==> src/rtl/mdu_iter.sv <==
// mdu_iter: HI/LO multiply/divide unit with pipelined multiply and radix-2 restoring divide.
// Define MDU_DIVZERO_EN for early divide-by-zero completion and a sticky div_zero flag.
module mdu_iter #(
  parameter int WIDTH   = 32,
  parameter int MUL_LAT = 5
) (
  input  logic             clk,
  input  logic             reset,
  input  logic             Req,
  input  logic [3:0]       MDUControl,
  input  logic [WIDTH-1:0] SrcA,
  input  logic [WIDTH-1:0] SrcB,
  output logic             Busy,
  output logic [WIDTH-1:0] HI,
  output logic [WIDTH-1:0] LO
`ifdef MDU_DIVZERO_EN
  , output logic           div_zero
`endif
);
  localparam int CW = $clog2(WIDTH + MUL_LAT) + 1;
  typedef enum logic [1:0] {IDLE, MUL, DIV, FIX} state_t;
  state_t state, state_n;
  logic [CW-1:0] cnt;
  logic [2*WIDTH-1:0] pipe [MUL_LAT];
  logic [WIDTH-1:0] rem, quo, dvs, dvd, q_fin, r_fin;
  logic neg_q, neg_r, dz;
  logic accept, is_mul, mul_s, is_madd, is_msub, is_div, sa, sb, b_zero, early_dz, ge;
  logic [2*WIDTH-1:0] ext_a, ext_b, prod, mul_res;
  logic [WIDTH:0] shifted, diff;
  assign accept  = state == IDLE && !Req;
  assign is_mul  = MDUControl inside {4'd1, 4'd2, [4'd7:4'd10]};
  assign mul_s   = MDUControl inside {4'd1, 4'd7, 4'd9};
  assign is_madd = MDUControl inside {4'd7, 4'd8};
  assign is_msub = MDUControl inside {4'd9, 4'd10};
  assign is_div  = MDUControl inside {4'd3, 4'd4};
  assign sa      = MDUControl == 4'd3 && SrcA[WIDTH-1];
  assign sb      = MDUControl == 4'd3 && SrcB[WIDTH-1];
  assign b_zero  = SrcB == '0;
`ifdef MDU_DIVZERO_EN
  assign early_dz = b_zero;
`else
  assign early_dz = 1'b0;
`endif
  // The accumulate happens at accept, so the pipe carries the final {HI,LO} value.
  assign ext_a   = {{WIDTH{mul_s & SrcA[WIDTH-1]}}, SrcA};
  assign ext_b   = {{WIDTH{mul_s & SrcB[WIDTH-1]}}, SrcB};
  assign prod    = ext_a * ext_b;
  assign mul_res = is_madd ? {HI, LO} + prod : is_msub ? {HI, LO} - prod : prod;
  // Partial remainder stays below the divisor, so the diff sign bit is the restore decision.
  assign shifted = {rem, quo[WIDTH-1]};
  assign diff    = shifted - {1'b0, dvs};
  assign ge      = !diff[WIDTH];
  assign q_fin   = dz ? '1 : neg_q ? -quo : quo;
  assign r_fin   = dz ? dvd : neg_r ? -rem : rem;
  always_comb begin
    state_n = state;
    if (state == IDLE)
      state_n = !accept ? IDLE : is_mul ? MUL : is_div ? (early_dz ? FIX : DIV) : IDLE;
    else if (Req)
      state_n = IDLE;
    else if (state == MUL)
      state_n = cnt == CW'(MUL_LAT - 1) ? IDLE : MUL;
    else if (state == DIV)
      state_n = cnt == CW'(WIDTH - 1) ? FIX : DIV;
    else
      state_n = IDLE;
  end
  always_ff @(posedge clk or negedge reset) begin
    if (!reset) begin
      state <= IDLE;
      Busy  <= 1'b0;
      cnt   <= '0;
      HI    <= '0;
      LO    <= '0;
      rem   <= '0;
      quo   <= '0;
      dvs   <= '0;
      dvd   <= '0;
      neg_q <= 1'b0;
      neg_r <= 1'b0;
      dz    <= 1'b0;
      for (int i = 0; i < MUL_LAT; i++) pipe[i] <= '0;
`ifdef MDU_DIVZERO_EN
      div_zero <= 1'b0;
`endif
    end else begin
      state   <= state_n;
      Busy    <= state_n != IDLE;
      cnt     <= state_n != state ? '0 : cnt + 1'b1;
      pipe[0] <= mul_res;
      for (int i = 1; i < MUL_LAT; i++) pipe[i] <= pipe[i-1];
      if (accept && is_div) begin
        rem   <= '0;
        quo   <= sa ? -SrcA : SrcA;
        dvs   <= sb ? -SrcB : SrcB;
        dvd   <= SrcA;
        neg_q <= sa ^ sb;
        neg_r <= sa;
        dz    <= b_zero;
      end else if (state == DIV) begin
        rem <= ge ? diff[WIDTH-1:0] : shifted[WIDTH-1:0];
        quo <= {quo[WIDTH-2:0], ge};
      end
      if (accept && MDUControl == 4'd5) HI <= SrcA;
      if (accept && MDUControl == 4'd6) LO <= SrcA;
      if (state == MUL && state_n == IDLE && !Req) {HI, LO} <= pipe[MUL_LAT-1];
      if (state == FIX && !Req) begin
        HI <= r_fin;
        LO <= q_fin;
`ifdef MDU_DIVZERO_EN
        if (dz) div_zero <= 1'b1;
`endif
      end
    end
  end
endmodule
==> config.mk <==
export PLATFORM = sky130hd
export DESIGN_NAME = mdu_iter
export DESIGN_NICKNAME = d
export VERILOG_FILES = /design/src/rtl/mdu_iter.sv
export SDC_FILE = /design/constraint.sdc
export NUM_CORES = 2
export LEC_CHECK = 0
export ABC_AREA = 1
export BUFFER_PORTS_ARGS = -buffer_cell sky130_fd_sc_hd__buf_2
export CAP_MARGIN = 25
export CORE_MARGIN = 2
export CORE_UTILIZATION = 55
export DETAILED_ROUTE_END_ITERATION = 10
export PLACE_DENSITY = 0.73
export SYNTH_ARGS = -nofsm -noshare
export SYNTH_HDL_FRONTEND = slang
export SYNTH_SLANG_ARGS = --single-unit
==> constraint.sdc <==
create_clock -name clk -period 4.6 [get_ports clk]
set_clock_uncertainty 0.05 [all_clocks]
set_input_delay 0.92 -clock clk [delete_from_list [all_inputs] [get_ports clk]]
set_output_delay 0.92 -clock clk [all_outputs]
set_load 0.1 [all_outputs]
* Yosys cells after proc, flatten, opt, wreduce, memory -nomap -nowiden
Index checks and enable logic that the tools add are counted.
Cells by class: $add $sub $neg 8, multiply operators 1, divide/modulo/power cells 0, order comparisons 2, eq/ne operators 16, shifts and indexed selects 0, mux-type cells 29, bitwise gates (word level) 3, reduce and logical (&&, ||, !) cells 24
Operators by type and width (count):
- $mux W32 | 17
- $mux W64 | 2
- $neg A32 Y32 | 4
- $add A64 B64 Y64 | 1
- $mul A33 B33 Y64 | 1
- $sub A64 B64 Y64 | 1
- $sub A33 B32 Y33 | 1
- $logic_not A32 Y1 | 1
- $eq A4 B3 Y1 const B | 4
- $mux W2 | 7
- $eq A4 B4 Y1 const B | 3
- $reduce_bool A3 Y1 | 4
- $logic_and A1 B1 Y1 | 10
- $reduce_bool A2 Y1 | 5
- $eq A4 B2 Y1 const B | 2
- $add A7 B1 Y7 const B | 1
- $eq A7 B3 Y1 const B | 1
- $eq A7 B5 Y1 const B | 1
- $mux W7 | 1
- $eq A2 B2 Y1 const B | 2
- $eq A4 B1 Y1 const B | 1
- $ge A4 B3 Y1 const B | 1
- $le A4 B4 Y1 const B | 1
- $logic_not A2 Y1 | 2
- 6 further kinds | 9
Word-level totals: flip-flop bits (word level) 525, latch bits 0, memory bits (writable) 0, bits in read-only memories 0, input port bits 71, output and inout port bits 65, word-level logic and storage cells 100, memories kept 0

* Logic depth before layout (Yosys ltp)
word-level depth 11, depth in mapped cells 50, gate-level depth less buffers 48

* Worst setup path after synthesis
Ideal clock, no wire load.
path type in2reg, from in SrcA[31], to reg pipe[319] (netlist name), library setup time 0.117 ns, arrival 9.569 ns, data required time 4.433 ns, slack -5.136 ns, stages 39, buffers on the path 3, cells stage by stage clkbuf_1 > clkbuf_1 > nand2_1 > nor2_1 > fa_1 > fa_1 > fa_1 > fa_1 > inv_1 > fa_1 > fa_1 > fa_1 > fa_1 > inv_1 > ha_1 > nand2_1 > nor2_1 > inv_1 > [3 not listed] > a21oi_1 > nand2_1 > xnor2_1 > inv_1 > ha_1 > clkbuf_1 > nor2_1 > inv_1 > nor3_1 > nand2_1 > nor2_1 > inv_1 > or2_2 > nand4_1 > nand3b_1 > nand3_1 > nand2_1 > nand2_1
On the way: word-level cells in the longest chain between the ends 5, elaborated cells on any way between the ends 6, those cells by class 2 x add/sub; 1 x mul; 2 x mux; 1 x bitwise
RTL lines:
- start, declared | line 11 | input logic [WIDTH-1:0] SrcA,
- $and A1 B1 Y1 | line 45 | assign ext_a = {{WIDTH{mul_s & SrcA[WIDTH-1]}}, SrcA};
- $mul A33 B33 Y64 (*) | line 47 | assign prod = ext_a * ext_b;
- $sub A64 B64 Y64 | line 48 | assign mul_res = is_madd ? {HI, LO} + prod : is_msub ? {HI, LO} - prod : prod;
- $mux W64 | line 48
- $mux W64 (*) | line 48
- named net mul_res[63] | line 28 | logic [2*WIDTH-1:0] ext_a, ext_b, prod, mul_res;
- end, declared | line 24 | logic [2*WIDTH-1:0] pipe [MUL_LAT];
Mark *: on every way through the listed nets, which the timed path passes. The rest lies on a longest branch. A chain may end at the register's enable or synchronous reset.

* Final worst setup path
from in MDUControl[0], to reg pipe[315] (netlist name)
On the way: word-level cells in the longest chain between the ends 7, elaborated cells on any way between the ends 15, those cells by class 2 x add/sub; 1 x mul; 5 x eq/ne; 2 x mux; 2 x bitwise; 3 x reduce/logical
RTL lines:
- start, declared | line 10 | input logic [3:0] MDUControl,
- $eq A4 B1 Y1, or another cell as far along | line 32 | assign mul_s = MDUControl inside {4'd1, 4'd7, 4'd9};
- $reduce_bool A3 Y1 | line 32
- $and A1 B1 Y1, on equally long branches | line 45, 46
- $mul A33 B33 Y64 | line 47
- $sub A64 B64 Y64 | line 48
- $mux W64 | line 48
- $mux W64 (*) | line 48
- named net mul_res[59] | line 28
Marks and branches as above.

==> flow_metrics.tcl <==
set metrics [dict create \
    r2r_cells 18 \
    slew_headroom_pct 22.3 \
    fin_crit_ns 9.34 \
    fillers 10200 \
    setup_viol 269 \
    outcome "finished with violations" \
    synthTopCellsByArea "fa_1, dfrtp_1, nand2_1" \
    yosys_most_used_dff "dfrtp_1" \
    finalHoldViolCount 0 \
    drive_gt1_share_pct 28.5 \
    violations "negative setup slack" \
    cts_buffer_depth 3 \
    totalWireLength_mm 295 \
    dieArea_mm2 0.134 \
    seq_area_mm2 0.0131 \
    multi_input_area_mm2 0.0549 \
    nets 12400 \
    via_count 71100 \
    synthCells 9334 \
    grtUsageTotal_pct 44.0 \
    grt_start_max_net_pins 85 \
    antenna_found_initial 18 \
    die_w_um 367 \
    synth_top_cell_area_share_pct 31.2 \
    slew_violations 0 \
    cts.sinks 525 \
    path_clk_slew_ns 0.07 \
    fin_ws_ns -4.74 \
    startpoint_type "input port" \
    ys_warn_count 0 \
    io_buffers 135 \
    cts_root_buf "clkbuf_16" \
    critPathTopFamily "adder cells" \
    synthArstFlopShare_pct 100 \
    rsz0062_at_grt "true" \
    coreArea_mm2 0.131 \
    cts_hold_buf 0 \
    floorplan.initialDensity_pct 55.2 \
    routabilityCongestion 1.06 \
    drt_iter0_markers 7834 \
    hold_class "in2async" \
    r2r_start "quo[31]" \
    htree_levels 2 \
    tns_ns -1105.86 \
    vias_per_cell 5.64 \
    worstPathMaxFanout 5 \
    seq_area_frac_synth_pct 18.2 \
    drc 0 \
    numCtsBuffers 54 \
    drtAntennaViolNets 0 \
    cpMaxStageDelayCell "fa_2" \
    wire_per_inst_um 23.4 \
    cts_tree "yes" \
    cp_slowest_stage_delay_ns 0.57 \
    crit_type "in2reg" \
    grt_pass1_wl_mm 444 \
    ff2ff_setup_slack_ns 1.08 \
    num_io_pins 136 \
    area_growth_pct 31.4 \
    dp_hpwl_mm 246 \
    grt_pass1_vias 73500 \
    critPathArrivalTime_ns 9.82 \
    postSynthAreaPerCell_um2 7.75 \
    worst-path-buf-inv 17 \
    r2r_end "rem[4]" \
    synth_top_cell_by_area "fa_1" \
    dr.pass1.iters 6 \
    synth_commonest_cells "nand2_1, inv_1, fa_1" \
    die_y_um 367 \
    syn_area_mm2 0.0723 \
    startpoint "MDUControl[0]" \
    rows 133 \
    maxCapViolations 0 \
    min_period_over_period_pct 203 \
    worstSkewPairLatency_ns 0.67 \
    synth_edf_count 0 \
    worst_slew_pin_slew_ns 1.15 \
    ys_types 72 \
    synth_fp_nets 10900 \
    yosysMostFrequentCell "nand2_1" \
    synth-seq-cells 525 \
    fmax_ghz 0.107 \
    grt-ovfl-total 0 \
    crit_path_end_kind "register" \
    cp.required_ns 5.08 \
]
timing repair:
item	CTS	global route
pin swaps	198	226
setup endpoints to repair	59	269
cloned	1	3
setup buffers	141	71
gates resized for setup	741	467
sequential cells by signal, indices dropped and copies added (netlist names), 2 cells and up:
register  flops
HI           32
LO           32
cnt           7
dvd          32
dvs          32
pipe        320
quo          32
rem          32
state         2
layer usage:
layer,vias to the layer above,global-route usage (%),routed length (µm)
met1,35200,58.3,113000
met5,-,0,126
met4,20,22.0,18400
li1,31000,-,-
met2,3984,69.7,134000
met3,891,8.10,29200
cell usage in the layout, fill, tap and decap left out, types with 94 or more instances in the layout:
cell	n
a21oi_2	107
inv_1	1940
o21ai_0	245
nor2_1	385
nor2_2	127
ha_1	276
o21ai_1	176
nor2_4	100
fa_1	1088
inv_2	165
xor2_1	94
nand2_2	121
nand2_1	2032
ha_4	100
dfrtp_1	525
buf_2	100
a21oi_1	310
nand3_1	304
buf_4	1539
metrics by stage:
| stage | setup slack [ns] | cell area [µm²] | cells | util [%] | hold slack (ns) |
|---|---|---|---|---|---|
| 6_report | -4.74 | 95000 | 12600 | 72.6 | 0.175 |
| 5_1_grt | -4.97 | 95000 | 12600 | 72.6 | 0.242 |
| 4_1_cts | -4.60 | 92800 | 12500 | 70.9 | 0.230 |
| 3_5_place_dp | -6.23 | 87000 | 12300 | 66.4 | 0.285 |
| 3_3_place_gp | -6.13 | 87000 | 12300 | 66.4 | 0.282 |
| 2_1_floorplan | -4.57 | 75200 | 9334 | - | 0.281 |
area by class of cell:
type | instances | share of cell area (%)
flip-flops and latches | 525 | 13.8
multi-input cells | 6263 | 57.7
well taps | 1755 | 2.31
repair buffers | 1818 | 15.6
clock buffers | 64 | 1.51
diodes | 1 | 0.00263
inverters | 2128 | 8.52
clock inverters | 38 | 0.494
how the worst max path moves through the flow:
stage	endpoint	slack, ns	depth (start not counted)
final	pipe[315]	-4.74	52
after global routing	pipe[315]	-4.97	46
after CTS	pipe[308]	-4.60	40
after detailed placement	pipe[315]	-6.23	43
after global placement	pipe[315]	-6.13	43
after floorplan	pipe[319]	-4.57	41
kinds of logic after synthesis:
family	Yosys count	synth area share, %
and+or+nand+nor	3392	19.3
buffers and inverters	2546	13.5
adders and majority gates	1509	37.8
AOI/OAI and AO/OA	1211	9.43
DFF	525	18.2
xor gates and xnor gates	151	1.83
Power is not shown: default switching activity piles up to over one toggle a cycle in this logic, so the estimate is an artifact.
